File: config.mk
export PLATFORM = sky130hd
export DESIGN_NAME = markov_first_build
export DESIGN_NICKNAME = d
export VERILOG_FILES = /design/src/rtl/markov_defs_pkg.sv /design/src/rtl/markov_first_build.sv
export SDC_FILE = /design/constraint.sdc
export NUM_CORES = 1
export LEC_CHECK = 0
export CAP_MARGIN = 15
export CORE_ASPECT_RATIO = 0.9
export CORE_UTILIZATION = 36
export DETAILED_ROUTE_END_ITERATION = 8
export PLACE_DENSITY = 0.63
export SYNTH_ARGS = -nofsm -noshare
export SYNTH_HDL_FRONTEND = slang
export SYNTH_SLANG_ARGS = --single-unit
File: constraint.sdc
create_clock -name clk -period 2.6 [get_ports clk]
set_clock_uncertainty 0.15 [all_clocks]
set_input_delay 0.26 -clock clk [delete_from_list [all_inputs] [get_ports clk]]
set_output_delay 0.26 -clock clk [all_outputs]
set_load 0.02 [all_outputs]
File: src/rtl/markov_defs_pkg.sv
// Shared definitions for the first-order Markov build and merge stages:
// default widths, list entry layout and the build FSM state encoding.
package markov_defs;

    localparam int NOTE_W  = 8;
    localparam int CNT_W   = 8;
    localparam int ENTRY_W = 2*NOTE_W + CNT_W;

    localparam int CNT_LSB  = 0;
    localparam int NEXT_LSB = CNT_W;
    localparam int PREV_LSB = CNT_W + NOTE_W;

    localparam logic [CNT_W-1:0] CNT_MAX = '1;

    typedef struct packed {
        logic [NOTE_W-1:0] prev;
        logic [NOTE_W-1:0] next;
        logic [CNT_W-1:0]  count;
    } entry_t;

    function automatic logic [ENTRY_W-1:0] pack_entry(entry_t e);
        return {e.prev, e.next, e.count};
    endfunction

    function automatic entry_t unpack_entry(logic [ENTRY_W-1:0] v);
        entry_t e;
        e.prev  = v[PREV_LSB +: NOTE_W];
        e.next  = v[NEXT_LSB +: NOTE_W];
        e.count = v[CNT_LSB  +: CNT_W];
        return e;
    endfunction

    typedef enum logic [3:0] {
        S_IDLE,
        S_LOAD_PREV,
        S_LOAD_NEXT,
        S_SEARCH,
        S_COMPARE,
        S_INCREMENT,
        S_APPEND,
        S_ADVANCE,
        S_FINISH
    } state_t;

endpackage

File: src/rtl/markov_first_build.sv
// Builds a first-order transition list {prev,next,count} from a note sequence,
// one list write per adjacent pair, entries kept in first-occurrence order.
module markov_first_build #(
    parameter int NOTE_W  = markov_defs::NOTE_W,
    parameter int CNT_W   = markov_defs::CNT_W,
    parameter int SEQ_AW  = 8,
    parameter int LIST_AW = 8
) (
    input  logic                        clk,
    input  logic                        reset,
    input  logic                        start,
    input  logic [SEQ_AW:0]             seq_len,
    output logic [SEQ_AW-1:0]           seq_addr,
    input  logic [NOTE_W-1:0]           seq_rdata,
    output logic [LIST_AW-1:0]          list_addr,
    output logic                        list_we,
    output logic [2*NOTE_W+CNT_W-1:0]   list_wdata,
    input  logic [2*NOTE_W+CNT_W-1:0]   list_rdata,
    output logic [LIST_AW:0]            list_len,
    output logic                        overflow,
    output logic                        busy,
    output logic                        done,
    output markov_defs::state_t         dbg_state
);
    import markov_defs::*;

    localparam int EW = 2*NOTE_W + CNT_W;
    localparam logic [CNT_W-1:0]   CNT_TOP  = '1;
    localparam logic [CNT_W-1:0]   CNT_ONE  = CNT_W'(1);
    localparam logic [LIST_AW:0]   LIST_CAP = {1'b1, {LIST_AW{1'b0}}};
    localparam logic [LIST_AW:0]   J_ONE    = (LIST_AW+1)'(1);
    localparam logic [SEQ_AW:0]    I_ONE    = (SEQ_AW+1)'(1);
    localparam logic [SEQ_AW:0]    SEQ_TWO  = (SEQ_AW+1)'(2);
    localparam logic [SEQ_AW-1:0]  ADDR_ONE = SEQ_AW'(1);
    localparam logic [SEQ_AW+1:0]  I_TWO    = (SEQ_AW+2)'(2);

    state_t              state, state_nx;
    logic [SEQ_AW:0]     len_q;
    logic [SEQ_AW:0]     i_q;
    logic [LIST_AW:0]    j_q;
    logic [NOTE_W-1:0]   prev_q, next_q;
    logic [CNT_W-1:0]    cnt_q;
    logic                hit;
    logic                last_pair;
    logic [SEQ_AW+1:0]   i_plus2;

    assign hit       = (list_rdata[EW-1 -: NOTE_W] == prev_q) &&
                       (list_rdata[CNT_W +: NOTE_W] == next_q);
    assign i_plus2   = {1'b0, i_q} + I_TWO;
    assign last_pair = (i_plus2 == {1'b0, len_q});
    assign dbg_state = state;

    always_ff @(posedge clk or negedge reset) begin
        if (!reset) state <= S_IDLE;
        else        state <= state_nx;
    end

    always_comb begin
        state_nx = state;
        case (state)
            S_IDLE:      if (start) state_nx = (seq_len >= SEQ_TWO) ? S_LOAD_PREV : S_FINISH;
            S_LOAD_PREV: state_nx = S_LOAD_NEXT;
            S_LOAD_NEXT: state_nx = S_SEARCH;
            S_SEARCH:    state_nx = (j_q == list_len) ? S_APPEND : S_COMPARE;
            S_COMPARE:   state_nx = hit ? S_INCREMENT : S_SEARCH;
            S_INCREMENT: state_nx = S_ADVANCE;
            S_APPEND:    state_nx = S_ADVANCE;
            S_ADVANCE:   state_nx = last_pair ? S_FINISH : S_LOAD_NEXT;
            S_FINISH:    state_nx = S_IDLE;
            default:     state_nx = S_IDLE;
        endcase
    end

    // prev arrives during the first LOAD_NEXT; next arrives in the SEARCH entered
    // from LOAD_NEXT, the only time SEARCH sees j==0.
    always_ff @(posedge clk or negedge reset) begin
        if (!reset) begin
            len_q    <= '0;
            i_q      <= '0;
            j_q      <= '0;
            prev_q   <= '0;
            next_q   <= '0;
            cnt_q    <= '0;
            list_len <= '0;
            overflow <= 1'b0;
            busy     <= 1'b0;
            done     <= 1'b0;
        end else begin
            case (state)
                S_IDLE: if (start) begin
                    len_q    <= seq_len;
                    i_q      <= '0;
                    list_len <= '0;
                    overflow <= 1'b0;
                    done     <= 1'b0;
                    busy     <= 1'b1;
                end
                S_LOAD_NEXT: begin
                    j_q <= '0;
                    if (i_q == '0) prev_q <= seq_rdata;
                end
                S_SEARCH: if (j_q == '0) next_q <= seq_rdata;
                S_COMPARE: begin
                    if (hit) cnt_q <= list_rdata[CNT_W-1:0];
                    else     j_q   <= j_q + J_ONE;
                end
                S_APPEND: begin
                    if (list_len < LIST_CAP) list_len <= list_len + J_ONE;
                    else                     overflow <= 1'b1;
                end
                S_ADVANCE: begin
                    prev_q <= next_q;
                    i_q    <= i_q + I_ONE;
                end
                S_FINISH: begin
                    busy <= 1'b0;
                    done <= 1'b1;
                end
                default: ;
            endcase
        end
    end

    always_comb begin
        seq_addr   = '0;
        list_addr  = '0;
        list_we    = 1'b0;
        list_wdata = '0;
        case (state)
            S_LOAD_NEXT: seq_addr  = i_q[SEQ_AW-1:0] + ADDR_ONE;
            S_SEARCH:    list_addr = j_q[LIST_AW-1:0];
            S_COMPARE:   list_addr = j_q[LIST_AW-1:0];
            S_INCREMENT: begin
                list_we    = 1'b1;
                list_addr  = j_q[LIST_AW-1:0];
                list_wdata = {prev_q, next_q, (cnt_q == CNT_TOP) ? cnt_q : cnt_q + CNT_ONE};
            end
            S_APPEND: if (list_len < LIST_CAP) begin
                list_we    = 1'b1;
                list_addr  = list_len[LIST_AW-1:0];
                list_wdata = {prev_q, next_q, CNT_ONE};
            end
            default: ;
        endcase
    end

endmodule

# Word-level counts from Yosys, hierarchy flattened
# Index checks and enable logic that the tools add are counted.
dict set report totals {
  out_inout_bits 57
  register_bits 67
  inputBits 44
  mem_bits_ro 0
  ramBits 0
  memories 0
  elab_cells 85
  latchBits 0
}
dict set report op_classes {
  n_mux 28
  shifts 0
  reduce_logical 20
  n_lt_le_gt_ge 2
  n_mul 0
  n_div 0
  bitwise 0
  add_sub_neg 6
  n_eq_ne 18
}
# cell count
set ops {}
lappend ops {{$pmux W9 S2} 3}
lappend ops {{$pmux W24 S2} 1}
lappend ops {{$mux W8} 4}
lappend ops {{$pmux W8 S2} 2}
lappend ops {{$pmux W4 S7} 1}
lappend ops {{$add A9 B1 Y9 const B} 3}
lappend ops {{$mux W9} 3}
lappend ops {{$mux W24} 1}
lappend ops {{$logic_not A9 Y1} 2}
lappend ops {{$add A8 B1 Y8 const B} 2}
lappend ops {{$eq A4 B3 Y1 const B} 4}
lappend ops {{$eq A8 B8 Y1} 2}
lappend ops {{$reduce_and A2 Y1} 7}
lappend ops {{$mux W4} 3}
lappend ops {{$add A9 B2 Y10 const B} 1}
lappend ops {{$eq A10 B9 Y1} 1}
lappend ops {{$ne A2 B2 Y1 const B} 5}
lappend ops {{$reduce_bool A2 Y1} 5}
lappend ops {{$eq A9 B9 Y1} 1}
lappend ops {{$ge A9 B2 Y1 const B} 1}
lappend ops {{$lt A9 B9 Y1 const B} 1}
lappend ops {{$eq A4 B2 Y1 const B} 2}
lappend ops {{$eq A8 B8 Y1 const B} 1}
lappend ops {{$pmux W1 S2} 4}
lappend ops {{other kinds (10)} 14}

# Logic depth before layout (Yosys ltp)
# Gate-level depths: netlist of run 1.
dict set report depth {
  depth_word 4
  ltp_mapped 7
  mapped_depth_nobuf 7
}

# Worst setup path before layout of run 1
# OpenSTA, ideal clock, no wires.
dict set report synth_path {
  kind {register -> output}
  start {reg state[2] (netlist: dbg_state[2])}
  end {out list_wdata[10]}
  path_buffers 2
  stages_incl_launch_ff 7
  t_arrival_ns 1.883
  slack_ns 0.307
  t_required_ns 2.190
  path_cell_list {dfrtp_1 -> buf_2 -> nor2b_1 -> nand3b_1 -> nand2_1 -> clkbuf_1 -> and2_1}
}
dict set report synth_via {
  elab_chain_cells 2
  elab_cells_between_ends 3
  classes_between {eq/ne: 2; mux: 1}
}
# item line
set synth_lines {}
lappend synth_lines {{start: declaration} markov_first_build.sv:37} ;# state_t state, state_nx;
lappend synth_lines {{start signal: assignment} markov_first_build.sv:55} ;# else state <= state_nx;
lappend synth_lines {{$eq A4 B3 Y1} markov_first_build.sv:129} ;# case (state)
lappend synth_lines {{$pmux W24 S2 *} markov_first_build.sv:129}
lappend synth_lines {{end: declaration} markov_first_build.sv:17} ;# output logic [2*NOTE_W+CNT_W-1:0] list_wdata,
# Every way passes the cells marked *; elsewhere a longest branch is shown, timed or not.

# Final worst setup path of run 1
dict set report layout_path {
  start {reg state[3] (netlist: dbg_state[3])}
  end {out list_wdata[18]}
}
# The elaborated chain is that of the path after synthesis.

==> results of run 1 <==
## logic make-up after synthesis
logic type,count (synthesis)
xor+xnor,53
compound gates,67
buf+inv,36
fa+ha+maj,7
simple gates,200
flops,67
mux,29
## per-stage QoR
step | utilization [%] | instance area [um^2] | hold WS, ps | worst slack (ps)
finish | 52.3 | 5770 | 285 | 103
global route | 52.3 | 5770 | 323 | 1.55
CTS | 52.2 | 5760 | 301 | 0.841
detailed placement | 49.0 | 5410 | 118 | 60.1
global placement | 49.0 | 5410 | 114 | 94.6
floorplan | - | 4150 | -186 | 307
## how the worst max path moves through the flow
| stage | depth (start not counted) | end | start | slack (ps) |
|---|---|---|---|---|
| floorplan | 6 | list_wdata[10] | dbg_state[2]$_DFFE_PN0P_ | 310 |
| global placement | 6 | list_wdata[0] | cnt_q[3]$_DFFE_PN0P_ | 90 |
| detailed placement | 6 | list_wdata[0] | cnt_q[4]$_DFFE_PN0P_ | 60 |
| CTS | 7 | list_wdata[0] | cnt_q[4]$_DFFE_PN0P_ | 0.8 |
| global route | 6 | list_wdata[18] | dbg_state[3]$_DFFE_PN0P_ | 2 |
| finish | 6 | list_wdata[18] | dbg_state[3]$_DFFE_PN0P_ | 100 |
## cell usage after synthesis, types with 8 or more instances
master	instances
nor3_1	12
nand3_1	12
a21oi_1	14
mux2i_1	13
o21ai_0	21
dfrtp_1	67
a22o_1	10
nand4_1	17
and2_1	18
mux2_2	9
xor2_1	17
nor2_1	41
xnor2_1	36
inv_1	11
clkbuf_1	14
nor4_1	9
nand2_1	60
nand2b_1	8
## power breakdown
part,internal (mW),switching (mW)
clock,0.945,0.487
combinational,1.24,1.43
sequential,1.39,0.462
## metal layers
metal  wire [um]  GRT usage, %  vias to the layer above
li1            -             -                     1822
met1        5080          24.9                     1787
met2        5210          31.2                      104
met3         458          2.75                       16
met4         192          7.42                        0
met5           0             0                        -
## placed cells by master (no fill, tap or decap), types with 9 or more instances in the layout
cell,Yosys,routed
clkbuf_2,1,10
nor4_1,9,9
clkdlybuf4s50_1,0,61
a22o_1,10,10
clkbuf_16,0,9
xor2_1,17,17
inv_1,11,11
nand3_1,12,10
dfrtp_1,67,65
nor2_1,41,39
nor3_1,12,12
xnor2_1,36,36
mux2i_1,13,13
nand2_1,60,60
dlygate4sd2_1,0,13
o21ai_0,21,21
nand4_1,17,17
mux2_2,9,9
buf_4,1,26
and2_1,18,18
a21oi_1,14,14
## flip-flops by register name (all words and copies together), names as in the netlist, 4 cells and up
name,flops
cnt_q,8
dbg_state,4
i_q,9
j_q,9
len_q,9
list_len,9
next_q,8
prev_q,8
## worst reg2reg max path, cell delays in order, from the launching register on
cell	delay, ps
dfrtp_2	450
ha_1	260
nand2_2	100
nor2_2	210
xor2_1	90
a2111o_1	430
or4_1	430
a21oi_1	160
## layout make-up
type	count	area, um^2
inverter	11	41.3
timing repair buffer	128	1170
tap	152	190
clock buffer	9	225
multi-input combinational	356	2340
fill	1034	5260
clock inverter	7	124
sequential	67	1680
## repair_timing
item	4_1_cts	5_1_grt
hold buffers	1	0
buffers inserted	2	1
endpoints found under the setup margin	39	28
gates resized for setup	35	40
pin swaps	1	1
endpoints found under the hold margin	20	0
==> out/results.txt, run 1 <==
Status -> finished, final reports clean
DR WL/cell -> 15.0 um
DR pass1 iterations -> 4
Compound-Gate Fraction of Synth Area -> 10.2%
Largest net degree at the start of global routing -> 34
Initial antenna violation count -> 0
XOR/XNOR Fraction of Synth Area -> 11.2%
Cell Area, Synth -> 4150 um^2
Mean area per synthesized cell -> 9.03 um^2
Vias in the first global route -> 3607
Worst-Skew Late Latency -> 330 ps
Area grow syn2layout -> 39.3%
Reg2reg start -> i_q[1]$_DFFE_PN0P_
#FFs+latches synth -> 67
First-pass GRT wire length -> 17800 um
Clock buffer depth -> 2
Post-Synth Adder-Cell Area -> 2.11%
Cell Count, Final, Fillers Out -> 730
VDD IR max -> 0.499 mV
Reg-to-reg slack, setup -> 250 ps
CP Max Fanout -> 17
Ys async rst share -> 100%
Die width -> 115 um
Slew margin rel. -> 65.9%
Register area share after synthesis -> 40.4%
Slew Limit Fails -> 0
Setup Viol. Count Final -> 0
Final HPWL DP -> 7940 um
Cell variety after synth -> 53
GRT overflow -> 0
CTS Buf Count -> 9
Drt drc -> 0
Setup CP Type -> reg2out
Critical path's slowest cell -> dfrtp_1
Combinational family with the most area after synthesis -> simple AND/OR/NAND/NOR gates
Synth Warn # -> 0
Worst endpoint data arrival time -> 2090 ps
Post-synth EDFFs -> 0
Worst path top cell family by delay -> simple AND/OR/NAND/NOR gates
Vias per Instance -> 5.11
Cell Pwr Density -> 1030 nW/um^2
RSZ-0062 raised after global routing -> no
Most used DFF post-synth -> dfrtp_1
Hold Path Class -> in2async
Post-Route Setup TNS -> 0 ps
Post-Syn Nets -> 510
Post-Route WL -> 10900 um
Buffers on Ports -> 100
Share of the synthesized area in the top cell type -> 40.4%
Min Tclk post-route -> 2500 ps
Std-Cell Rows -> 36
CTS root buf -> clkbuf_16
Final GP Congestion -> 0.872
Multiplexer share of the synthesized area -> 7.48%
CP bufs+invs -> 2
Starting Density -> 37.6%
Crit. End Element -> output pin
Crit path required time -> 2190 ps
Cell leakage power -> 2.67 nW
H-tree depth -> 3
Max Freq -> 400 MHz
Via count -> 3729
Core Region -> 11000 um^2
Top post-synthesis cells by area -> dfrtp_1 40%, xnor2_1 7.6%, nand2_1 5.4%
Post-route ant nets -> 0
Simple-gate share of the synthesized area -> 24.8%
Die Area -> 12000 um^2
Die H -> 104 um
Area leader, netlist -> dfrtp_1
I/O pins -> 101
Antenna Cells -> 0
Endpoints failing hold -> 0
Initial drt markers -> 112
CTS tree -> done
Largest stage delay, worst path -> 460 ps
Pwr Total -> 5.95 mW
Syn Inst Count -> 459
Dpl cells -> 710
Layout cells sized above 1 -> 13.7%
Worst Reg-to-Reg Cells -> 7
Critical path launch point type -> flip-flop
GRT Util Overall -> 18.9%
Maxcap violations -> 0
Crit path cell chain -> nand2b_1 -> or3_1 -> nand2_1 -> buf_4 -> and2_1 -> clkdlybuf4s15_1
Layout Nets -> 624
Worst-path clk slew -> 60 ps
Worst-Margin Slew -> 512 ps
Reg-to-reg endpoint -> dbg_state[3]$_DFFE_PN0P_
Clock sinks -> 67
Period utilization -> 96.1%
Note: power is estimated with default switching activity, not from simulation.
==> run 2: changes to the inputs <==
--- a/config.mk
+++ b/config.mk
@@ -5,6 +5,7 @@
 export SDC_FILE = /design/constraint.sdc
 export NUM_CORES = 1
 export LEC_CHECK = 0
+export ABC_AREA = 1
 export CAP_MARGIN = 15
 export CORE_ASPECT_RATIO = 0.9
 export CORE_UTILIZATION = 36
==> run 2 against run 1 <==
Net effect: final area decreased by 3.3%; die area rose by 2.1%; register-to-register slack gained 240 ps; worst hold slack gained 44 ps; global-route usage is 0.23 points higher; cell count increased by 16%; critical endpoint is now seq_addr[4]; highest routed layer unchanged.
==> out/results.txt, run 2 <==
Critical path launch point type -> flip-flop
Vias in the first global route -> 3826 (+6.1%)
Die H -> 105 um (+1.0%)
Area leader, netlist -> dfrtp_1
Slew margin rel. -> 52.3% (-14 points)
GRT Util Overall -> 19.2% (+0.23 points)
Post-Route WL -> 11300 um (+3.2%)
Clock sinks -> 67 (unchanged)
CTS Buf Count -> 9 (unchanged)
CP Max Fanout -> 8 (-9)
Worst-Margin Slew -> 716 ps (+204 ps)
Endpoints failing hold -> 0 (unchanged)
Worst-Skew Late Latency -> 320 ps (about the same)
Cell Area, Synth -> 4240 um^2 (+2.1%)
Die width -> 116 um (+1.0%)
Antenna Cells -> 0 (unchanged)
Register area share after synthesis -> 39.6% (-0.85 points)
DR pass1 iterations -> 5 (+1)
Worst endpoint data arrival time -> 2060 ps (-30 ps)
Cell Count, Final, Fillers Out -> 846 (+16%)
Most frequent cells in the layout -> 118 x nand2_1, 92 x inv_1, 70 x nor2_1, 66 x dfrtp_1, 62 x clkdlybuf4s50_1
Commonest non-fill, non-tap cell in the layout -> nand2_1
Largest net degree at the start of global routing -> 40 (+18%)
Most used DFF post-synth -> dfrtp_1
Cell leakage power -> 2.78 nW (+4.0%)
Initial drt markers -> 271 (+140%)
CTS tree -> done
FILL cells -> 1168 (+13%)
Layout cells sized above 1 -> 12.2% (-1.5 points)
FF/Latch Area -> 1680 um^2 (about the same)
Comb pwr share -> 46.7% (+1.8 points)
Crit path required time -> 2190 ps (about the same)
#FFs+latches synth -> 67 (unchanged)
Hold Path Class -> in2reg
RSZ-0062 raised after global routing -> no
Buffers on Ports -> 100 (unchanged)
Final HPWL DP -> 8530 um (+7.4%)
Worst Reg-to-Reg Cells -> 6 (-1)
Final GP Congestion -> 0.903 (+3.6%)
Dpl cells -> 827 (+16%)
Sw frac -> 43.1% (+3.1 points)
Setup Viol. Count Final -> 0 (unchanged)
VDD IR max -> 0.424 mV (-15%)
Area grow syn2layout -> 31.8%
Crit. End Element -> output pin
Count leader, synth -> nand2_1
Worst path top cell family by delay -> buffers and inverters
DR WL/cell -> 13.3 um (-11%)
Synth Warn # -> 0 (unchanged)
Core Region -> 11400 um^2 (+3.6%)
Seq pwr share -> 31.1% (about the same)
Die Area -> 12200 um^2 (+2.1%)
Mean area per synthesized cell -> 7.30 um^2 (-19%)
Cell variety after synth -> 33 (-38%)
Cell Pwr Density -> 970 nW/um^2 (-5.9%)
CP Depth -> 5 (-1)
Starting Density -> 37.0% (-0.53 points)
Post-synth EDFFs -> 0 (unchanged)
Area of the multi-input gates -> 2120 um^2 (-9.4%)
P_sw -> 2.33 mW (-2.0%)
Min Tclk post-route -> 2470 ps (-26.6 ps)
Critical path's slowest cell -> clkdlybuf4s50_1
Syn Inst Count -> 580 (+26%)
CP bufs+invs -> 1 (-1)
Max Freq -> 405 MHz (+1.1%)
Int Pwr -> 3.08 mW (-14%)
Post-Route Setup TNS -> 0 ps (unchanged)
Status -> finished, final reports clean
Post-route ant nets -> 0 (unchanged)
Maxcap violations -> 0 (unchanged)
Share of the synthesized area in the top cell type -> 39.6% (-0.85 points)
Via count -> 4045 (+8.5%)
Hold depth -> 3
Top post-synthesis cells by area -> dfrtp_1 40%, nand2_1 10%, inv_1 8.2%
GRT overflow -> 0 (unchanged)
Slew Limit Fails -> 0 (unchanged)
Ys async rst share -> 100% (unchanged)
Largest stage delay, worst path -> 610 ps (+150 ps)
Layout Nets -> 736 (+18%)
First-pass GRT wire length -> 18400 um (+3.2%)
I/O pins -> 101 (unchanged)
Setup CP Type -> reg2out
Clk pwr share -> 22.2% (-1.9 points)
Worst-path clk slew -> 60 ps (about the same)
Period utilization -> 95.0% (-1.0 points)
Post-Syn Nets -> 631 (+24%)
Initial antenna violation count -> 0 (unchanged)
Synth cell count leaders -> 118 x nand2_1, 93 x inv_1, 70 x nor2_1
Std-Cell Rows -> 37 (+2.8%)
Drt drc -> 0 (unchanged)
Vias per Instance -> 4.78 (-6.4%)
Clock buffer depth -> 2 (unchanged)
H-tree depth -> 3 (unchanged)
Crit path cell chain -> ha_1 -> nand3_1 -> xor2_1 -> nor2_1 -> clkdlybuf4s50_1
CTS root buf -> clkbuf_16
[run 2: cell count changes after synthesis, sizes merged, moves of 13 or more]
cell   change
inv       +87
nand2     +62
o21ai     +33
nor2      +32
xnor2     -30
nand3     +26
and2      -18
mux2      -16
o22ai     +14
xor2      +14
mux2i     -13
[run 2: routing by layer]
layer	vias up	track usage, %	part of all wire [%]
li1	2059	-	-
met1	1845	27.1	48
met2	126	29.1	44
met3	15	2.96	6.3
met4	0	7.51	1.8
met5	-	0	0
[run 2: final timing paths]
kind                                    start                       end  slack, ps
setup / recovery           i_q[0]$_DFFE_PN0P_               seq_addr[4]        130
hold / removal                  list_rdata[6]      cnt_q[6]$_DFFE_PN0P_        330
setup reg to reg           j_q[0]$_DFFE_PN0P_     next_q[1]$_DFFE_PN0P_        490
hold reg to reg              busy$_DFFE_PN0P_          busy$_DFFE_PN0P_        340
max in group asynchronous               reset  dbg_state[3]$_DFFE_PN0P_       1280
min in group asynchronous               reset      cnt_q[7]$_DFFE_PN0P_        370
[run 2: cell type report]
class / count / share of cell area [%]
well taps: 156 / 3.50
clock buffers: 11 / 4.35
flip-flops and latches: 67 / 30.0
multi-input cells: 400 / 38.0
repair buffers: 109 / 16.6
clock inverters: 5 / 0.941
inverters: 98 / 6.59
[run 2: what timing repair did]
item                       in CTS  in global routing
pin swaps                       0                  1
resized for setup              36                 69
hold endpoints to repair       28                  0
setup endpoints to repair      36                 36
hold buffers                    1                  0
buffers inserted                0                  2
[run 2: cells by family after synthesis]
group,share of synthesized area (%)
compound gates,13.8
xor+xnor,7.65
fa+ha+maj,2.07
buf+inv,10.6
flops,39.6
simple gates,26.3
[run 2: worst reg2reg max path, stage by stage, from the launching register on]
cell and delay [ps]:
dfrtp_1 450, inv_1 170, ha_1 190, nand4_1 110, or3_1 660, nand2_1 190, o21ai_2 60
[run 2: power by group through the flow]
stage               combinational (mW)  sequential [mW]  clock, mW
floorplan                         1.70             1.71          0
finish                            2.53             1.69       1.20
detailed placement                2.60             1.70          0
global placement                  2.56             1.69          0
CTS                               2.54             1.69       1.23
global route                      2.82             1.74       1.28
[run 2: metrics by stage]
step	total power [mW]	utilization, %	hold slack (ps)	setup slack, ps	cell area [um^2]
final	5.42	48.8	329	129	5580
after global routing	5.84	48.8	355	43.7	5580
after CTS	5.46	49.6	330	11.8	5670
after detailed placement	4.30	47.2	210	52.0	5400
after global placement	4.25	47.2	195	142	5400
after floorplan	3.42	-	-186	385	4240
